## config.mk

```make
export PLATFORM = sky130hd
export DESIGN_NAME = char_line_buffer
export DESIGN_NICKNAME = d
export VERILOG_FILES = /design/src/rtl/char_pkg.sv /design/src/rtl/char_line_buffer_if.sv /design/src/rtl/scancode_filter.sv /design/src/rtl/char_line_buffer.sv
export SDC_FILE = /design/constraint.sdc
export NUM_CORES = 1
export LEC_CHECK = 0
export ABC_AREA = 0
export BUFFER_PORTS_ARGS = -buffer_cell sky130_fd_sc_hd__buf_4
export CAP_MARGIN = 15
export CELL_PAD_IN_SITES_DETAIL_PLACEMENT = 0
export CELL_PAD_IN_SITES_GLOBAL_PLACEMENT = 1
export CORE_UTILIZATION = 40
export CTS_BUF_LIST = sky130_fd_sc_hd__clkbuf_4
export DETAILED_ROUTE_END_ITERATION = 10
export GPL_TIMING_DRIVEN = 0
export PLACE_DENSITY = 0.77
export SETUP_SLACK_MARGIN = 0.5
export SYNTH_ARGS = -nofsm -noshare
export SYNTH_HDL_FRONTEND = slang
export SYNTH_SLANG_ARGS = --single-unit
export TNS_END_PERCENT = 5
```

## constraint.sdc

```tcl
create_clock -name clock -period 3.4 [get_ports clock]
set_input_delay 0.85 -clock clock [delete_from_list [all_inputs] [get_ports clock]]
set_output_delay 0.85 -clock clock [all_outputs]
set_load 0.05 [all_outputs]
```

## src/rtl/char_pkg.sv

```systemverilog
// Shared constants and FSM encoding for the PS/2 character line buffer.
// Holds the break/extended prefix bytes, default edit codes and decode states.
// Used by: scancode_filter, char_line_buffer.
package char_pkg;

   localparam logic [7:0] BRK_PREFIX      = 8'hF0;  // break (key release) prefix
   localparam logic [7:0] EXT_PREFIX      = 8'hE0;  // extended key prefix
   localparam logic [7:0] DEF_BKSP_CODE   = 8'h66;  // backspace make code
   localparam logic [7:0] DEF_ENTER_CODE  = 8'h5A;  // enter make code

   typedef enum logic [1:0] {
      ST_NORM = 2'd0,  // next byte is a make code or a prefix
      ST_BRK  = 2'd1,  // next byte is the released key, discard it
      ST_EXT  = 2'd2   // extended prefix seen, waiting for break or key
   } filt_state_t;

endpackage

```

## src/rtl/char_line_buffer_if.sv

```systemverilog
// PS/2 byte stream bundle: one strobe plus the received byte.
// master drives the byte, slave samples it when ps2_enable is high.
// No backpressure: every strobed byte is consumed in the cycle it arrives.
interface char_line_buffer_if #(
   parameter int CODE_W = 8
);
   logic              ps2_enable;
   logic [CODE_W-1:0] ps2_info;

   modport master (output ps2_enable, ps2_info);
   modport slave  (input  ps2_enable, ps2_info);
endinterface

```

## src/rtl/scancode_filter.sv

```systemverilog
// Strips break sequences and extended prefixes from a PS/2 byte stream.
// Latency: make_valid/make_code are combinational on the strobed byte so the
// caller can register them on the same edge; no backpressure, one byte/cycle.
// Ports: clock, reset (async active-low), ps2 (byte stream), make_valid, make_code.
module scancode_filter
   import char_pkg::*;
#(
   parameter int CODE_W = 8
) (
   input  logic               clock,
   input  logic               reset,
   char_line_buffer_if.slave  ps2,
   output logic               make_valid,
   output logic [CODE_W-1:0]  make_code
);

   localparam logic [CODE_W-1:0] BRK_BYTE = CODE_W'(BRK_PREFIX);
   localparam logic [CODE_W-1:0] EXT_BYTE = CODE_W'(EXT_PREFIX);

   filt_state_t state;

   always_ff @(posedge clock or negedge reset) begin
      if (!reset) begin
         state <= ST_NORM;
      end else if (ps2.ps2_enable) begin
         case (state)
            ST_NORM: begin
               if (ps2.ps2_info == BRK_BYTE)      state <= ST_BRK;
               else if (ps2.ps2_info == EXT_BYTE) state <= ST_EXT;
               else                               state <= ST_NORM;
            end
            ST_BRK:  state <= ST_NORM;  // released key code is dropped
            ST_EXT: begin
               // E0 F0 xx is an extended release; E0 xx is an extended make
               // that this buffer does not store.
               if (ps2.ps2_info == BRK_BYTE) state <= ST_BRK;
               else                          state <= ST_NORM;
            end
            default: state <= ST_NORM;
         endcase
      end
   end

   // Decoded from the registered state and the live byte so the make code
   // lands in the line buffer on the same edge that samples it.
   assign make_valid = ps2.ps2_enable && (state == ST_NORM) &&
                       (ps2.ps2_info != BRK_BYTE) && (ps2.ps2_info != EXT_BYTE);
   assign make_code  = ps2.ps2_info;

endmodule

```

## src/rtl/char_line_buffer.sv

```systemverilog
// Collects PS/2 make codes into a shift buffer with backspace and enter commit.
// Latency: 1 cycle, every output registered on the edge that samples the byte.
// No backpressure: one byte per cycle; chars arriving while full are dropped
// and flagged through the sticky overflow bit.
// Ports: clock, reset (async active-low), ps2_enable/ps2_info (byte in),
//        out/count/full (live buffer), line_out/line_valid (commit), overflow.
module char_line_buffer
   import char_pkg::*;
#(
   parameter int                CHARS      = 4,
   parameter int                CODE_W     = 8,
   parameter logic [CODE_W-1:0] BKSP_CODE  = CODE_W'(DEF_BKSP_CODE),
   parameter logic [CODE_W-1:0] ENTER_CODE = CODE_W'(DEF_ENTER_CODE)
) (
   input  logic                         clock,
   input  logic                         reset,
   input  logic                         ps2_enable,
   input  logic [CODE_W-1:0]            ps2_info,
   output logic [CHARS*CODE_W-1:0]      out,
   output logic [$clog2(CHARS+1)-1:0]   count,
   output logic                         full,
   output logic [CHARS*CODE_W-1:0]      line_out,
   output logic                         line_valid,
   output logic                         overflow
);

   localparam int BUF_W = CHARS * CODE_W;
   localparam int CNT_W = $clog2(CHARS + 1);
   localparam logic [CNT_W-1:0] CNT_MAX = CNT_W'(CHARS);
   localparam logic [CNT_W-1:0] CNT_ONE = CNT_W'(1);

   char_line_buffer_if #(.CODE_W(CODE_W)) byte_bus ();

   assign byte_bus.ps2_enable = ps2_enable;
   assign byte_bus.ps2_info   = ps2_info;

   logic              make_valid;
   logic [CODE_W-1:0] make_code;

   scancode_filter #(.CODE_W(CODE_W)) u_filter (
      .clock      (clock),
      .reset      (reset),
      .ps2        (byte_bus.slave),
      .make_valid (make_valid),
      .make_code  (make_code)
   );

   // Newest char enters at the LSB slot. Truncating the concatenation drops
   // the oldest slot and stays legal when CHARS is 1.
   logic [BUF_W-1:0] out_push;
   logic [CNT_W-1:0] count_inc;

   assign out_push  = BUF_W'({out, make_code});
   assign count_inc = count + CNT_ONE;

   always_ff @(posedge clock or negedge reset) begin
      if (!reset) begin
         out        <= '0;
         count      <= '0;
         full       <= 1'b0;
         line_out   <= '0;
         line_valid <= 1'b0;
         overflow   <= 1'b0;
      end else begin
         line_valid <= 1'b0;
         if (make_valid) begin
            if (make_code == ENTER_CODE) begin
               // Empty lines still commit so the consumer sees every enter.
               line_out   <= out;
               line_valid <= 1'b1;
               out        <= '0;
               count      <= '0;
               full       <= 1'b0;
               overflow   <= 1'b0;
            end else if (make_code == BKSP_CODE) begin
               if (count != '0) begin
                  out   <= out >> CODE_W;
                  count <= count - CNT_ONE;
                  full  <= 1'b0;
               end
            end else if (!full) begin
               out   <= out_push;
               count <= count_inc;
               full  <= (count_inc == CNT_MAX);
            end else begin
               overflow <= 1'b1;
            end
         end
      end
   end

endmodule
```

# Yosys cells after proc, flatten, opt, wreduce, memory -nomap -nowiden
# Cells that the tools add are included.
word_totals:
  word_cells: 51
  regBits: 72
  in_bits: 11
op_classes:
  n_mux: 21
  eq_ne: 11
  add_sub_neg: 2
  reduce_logical: 10
op_table:
  columns: ["operator", "n"]
  rows:
  - ["$mux 32", 4]
  - ["$eq 8x7->1 const B", 2]
  - ["$eq 8x8->1 const B", 2]
  - ["$ne 8x8->1 const B", 2]
  - ["$mux 3", 4]
  - ["$mux 1", 10]
  - ["$reduce_and 3->1", 2]
  - ["$mux 2", 2]
  - ["$pmux 2 s2", 1]
  - ["$reduce_and 2->1", 2]
  - ["$add 3x1->3 const B", 1]
  - ["$eq 3x3->1 const B", 1]
  - ["$logic_and 1x1->1", 3]
  - ["$ne 3x1->1 const B", 1]
  - ["$ne 3x2->1 const B", 1]
  - ["$reduce_bool 3->1", 1]
  - ["$sub 3x1->3 const B", 1]
  - ["$eq 2x2->1 const B", 1]
  - ["$logic_not 2->1", 1]
  - ["$ne 2x2->1 const B", 1]
  - ["$reduce_bool 2->1", 1]

# Logic depth before layout (Yosys ltp)
logic_depth:
  word_depth: 5
  mapped_depth: 7

# Hierarchy
# Synthesis repeated with hierarchy kept, for this count alone.
hier_totals:
  cells_unflattened: 294
  area_unflattened_um2: 3254.4
by_module_without_submodules:
  columns: ["module", "area_each_um2", "cells_per_inst", "instances", "seq_area_each_um2"]
  rows:
  - ["char_line_buffer", 3062.9, 275, 1, 1751.7]
  - ["scancode_filter", 191.4, 19, 1, 50.0]

# Least setup slack after synthesis
# OpenSTA, ideal clock, no wires.
synth_path:
  path_type: "input to register"
  start: "in ps2_info[7]"
  end: "reg out[26]"
  t_arrival_ns: 2.057
  t_required_ns: 3.279
  setup_time_ns: 0.121
  setup_slack_ns: 1.222
  path_stages: 5
  path_cell_list: "nor3b_1 -> a311oi_4 -> o211ai_4 -> buf_2 -> a22o_1"
synth_between:
  elab_chain_len: 4
synth_lines:
  columns: ["item", "line_no", "source"]
  rows:
  - ["start, declared", "char_line_buffer.sv:18", "input logic [CODE_W-1:0] ps2_info,"]
  - ["branches (longest 4 deep; another with $eq 8x7->1)", null, null]
  - ["end signal, assigned", "char_line_buffer.sv:77", "out <= out >> CODE_W;"]
  - ["end signal, assigned", "char_line_buffer.sv:82", "out <= out_push;"]
  - ["end, declared", "char_line_buffer.sv:19", "output logic [CHARS*CODE_W-1:0] out,"]
# Parallel ways; which one is timed is not known.
# A chain may end at the register's enable or synchronous reset.

# Worst setup path after layout
layout_path:
  start: "in ps2_info[2]"
  end: "reg out[20]"
# Same word-level chain as after synthesis.

==> impl_metrics.json <==
{
  "power_density_nw_per_um2": 850,
  "cts_tree": "built",
  "wire_per_inst_um": 17.7,
  "ctsHtreeMaxLevel": 3,
  "fin_worst_skew_ns": 0.0190,
  "ys_top_cells_by_count": "dfrtp_1 (72), mux2_4 (29), inv_1 (25)",
  "yosys.area.top_type": "dfrtp_1",
  "r2r_end": "out[20]",
  "clock-sinks": 72,
  "hold_path_startpoint": "line_out[15]",
  "synth_cell_types": 38,
  "power_switching_mw": 1.75,
  "cts_root_buf": "clkbuf_4",
  "nets": 369,
  "place_hpwl_um": 5700,
  "fin_tns_setup_ns": 0,
  "path_class": "in -> reg",
  "antenna_found_initial": 0,
  "ys_seq_elements": 72,
  "die_area_sq_um": 8720,
  "status": "completed",
  "synth_area_sq_um": 3340,
  "remaining_drc_errors": 0,
  "path_clk_slew_ns": 0.12,
  "startpoint_type": "input pin",
  "fin_cells": 461,
  "irDropWorstVdd_mv": 0.539,
  "r2r_cells": 5,
  "worstHoldEndpoint": "line_out[15]",
  "r2r-start": "u_filter.state[0]",
  "maxSlewViolCount": 0,
  "postSynthCellCount": 263,
  "synth.yosys.warnings": 0,
  "dp_slack_ns": 0.757,
  "die_x_um": 93.4,
  "end_kind": "register",
  "period_needed_ns": 2.22,
  "rows": 32,
  "maxSlewHeadroom": 0.394,
  "fmax_ghz": 0.450,
  "grt_overflow": 0,
  "r2r_slack_ns": 1.46,
  "place_area_sq_um": 4070,
  "p_leak_nw": 2.18,
  "synth.top_cell.area_share": 0.539,
  "async_reset_ff_frac": 1.00,
  "fin_ws_ns": 1.18,
  "power.share.sequential": 0.392,
  "routed_via_density": 5.29,
  "cts_hold_buffers": 0,
  "initial_core_util": 0.424,
  "port_buffers": 80,
  "hold_path_depth": 1,
  "drv_cap": 0,
  "drt_pass1_iterations": 4,
  "antenna_cells": 0,
  "grt_usage": 0.200,
  "final_design_area_no_fill_sq_um": 4180,
  "netlist_top_cells_area": "dfrtp_1 (54%), mux2_4 (13%), a32oi_1 (4.2%)",
  "synthFlopType": "dfrtp_1",
  "intPower_mw": 1.80,
  "numCtsBuffers": 9,
  "antenna_left": 0,
  "layout-drive-gt1-share": 0.401,
  "arrival_ns": 2.49,
  "drt-initial-drc-count": 112,
  "syn_to_final_growth_pct": 25.0,
  "gp_congestion": 0.819,
  "synth_nets": 278,
  "core-area_sq_um": 7890,
  "clk_latency_ns": 0.42,
  "dp_cells": 445,
  "clkPwrFrac": 0.128,
  "post_cts_buffers": 0,
  "num_io_pins": 81,
  "die_y_um": 93.4,
  "final-hold-violation-count": 0,
  "fillerInstances": 705,
  "path_max_fanout": 10,
  "syn_avg_cell_area_sq_um": 12.7,
  "clock_path_buffers": 2,
  "holdWs_ns": 0.509,
  "hp-class": "reg -> reg",
  "pwr-share-comb": 0.480,
  "grt_max_degree": 73,
  "cts_resized": 0,
  "rsz0062_at_grt": "false",
  "synth_edf_count": 0,
  "first_global_vias": 2370,
  "wl_um": 8180,
  "yosysMostFrequentCell": "dfrtp_1",
  "setup_viol": 0,
  "required_ns": 3.67,
  "min_period_over_period": 0.654,
  "swShare": 0.493,
  "worst_pin_slew_ns": 0.909,
  "yosysSeqAreaShare": 0.539,
  "grt_pass1_wl_um": 13000,
  "vias": 2439
}
==> placed cells by master (no fill, tap or decap), types with 2 or more instances in the layout <==
cell       Yosys  layout
nor2_1         6       6
inv_1         25      25
mux2i_1        5       5
nor2b_1        2       2
a21oi_1        5       5
a22o_1        10      10
ha_1           4       4
o21ai_0       21      21
clkbuf_1       6       6
a21o_1         2       2
clkinv_1       0       3
mux2_1         4       4
buf_6          4       4
nand2_1       17      17
o32ai_1        2       2
nand4bb_1      3       3
mux2_4        29      29
clkbuf_4       0      11
a31oi_1        4       4
a32oi_1       16      16
buf_2          4       4
buf_4          1      81
dfrtp_1       72      72
mux2_2         4       4
and4bb_2       2       2
==> area by class of cell <==
| cell class | count | area, sq um | share of cell area |
|---|---|---|---|
| Sequential cell | 72 | 1800 | 0.431 |
| Multi-Input combinational cell | 150 | 1350 | 0.323 |
| Timing Repair Buffer | 80 | 601 | 0.144 |
| Tap cell | 102 | 128 | 0.0306 |
| Inverter | 26 | 97.6 | 0.0234 |
| Buffer | 15 | 95.1 | 0.0228 |
| Clock buffer | 11 | 82.6 | 0.0198 |
| Clock inverter | 5 | 23.8 | 0.00569 |
==> flip-flops by register name (all words and copies together), names as in the netlist <==
signal / cells
line_out: 32
out: 32
count: 3
u_filter.state: 2
full: 1
line_valid: 1
overflow: 1
==> critical path, cell delays in order <==
cell	delay [ns]
buf_4	0.14
nor3b_1	0.47
a311oi_4	0.23
o211ai_4	0.20
clkbuf_1	0.47
a32oi_1	0.11
==> per-layer routing <==
layer  wire, um  vias up  GRT usage
li1           -     1135          -
met1       3820     1217      0.272
met2       3860       79      0.309
met3        390        8     0.0528
met4        108        0     0.0641
met5          0        -          0
==> power groups by stage <==
stage	Clock, mW	Combinational (mW)	Sequential (mW)
final	0.455	1.70	1.39
after global routing	0.513	1.78	1.43
after global placement	0	1.69	1.40
after CTS	0.467	1.71	1.39
after floorplan	0	0.376	2.15
after detailed placement	0	1.71	1.41
==> worst max-delay path by stage <==
stage	from	endpoint	slack [ns]
global placement	ps2_info[0]	out[14]	0.78
CTS	ps2_info[2]	out[20]	1.19
floorplan	ps2_info[7]	out[26]	1.22
global route	ps2_info[0]	out[17]	1.08
finish	ps2_info[2]	out[20]	1.18
detailed placement	ps2_info[2]	out[20]	0.76
==> cell families after synthesis <==
kind of cell	synth area share
flops	0.539
compound gates	0.143
mux	0.172
buf+inv	0.0577
simple gates	0.0700
fa+ha+maj	0.0150
xor+xnor	0.00262
==> stage by stage <==
stage | power, mW | utilization
detailed placement | 3.12 | 0.516
finish | 3.55 | 0.530
global route | 3.73 | 0.530
floorplan | 2.52 | -
global placement | 3.09 | 0.516
CTS | 3.57 | 0.530
Power figures use the tool's default switching activity.
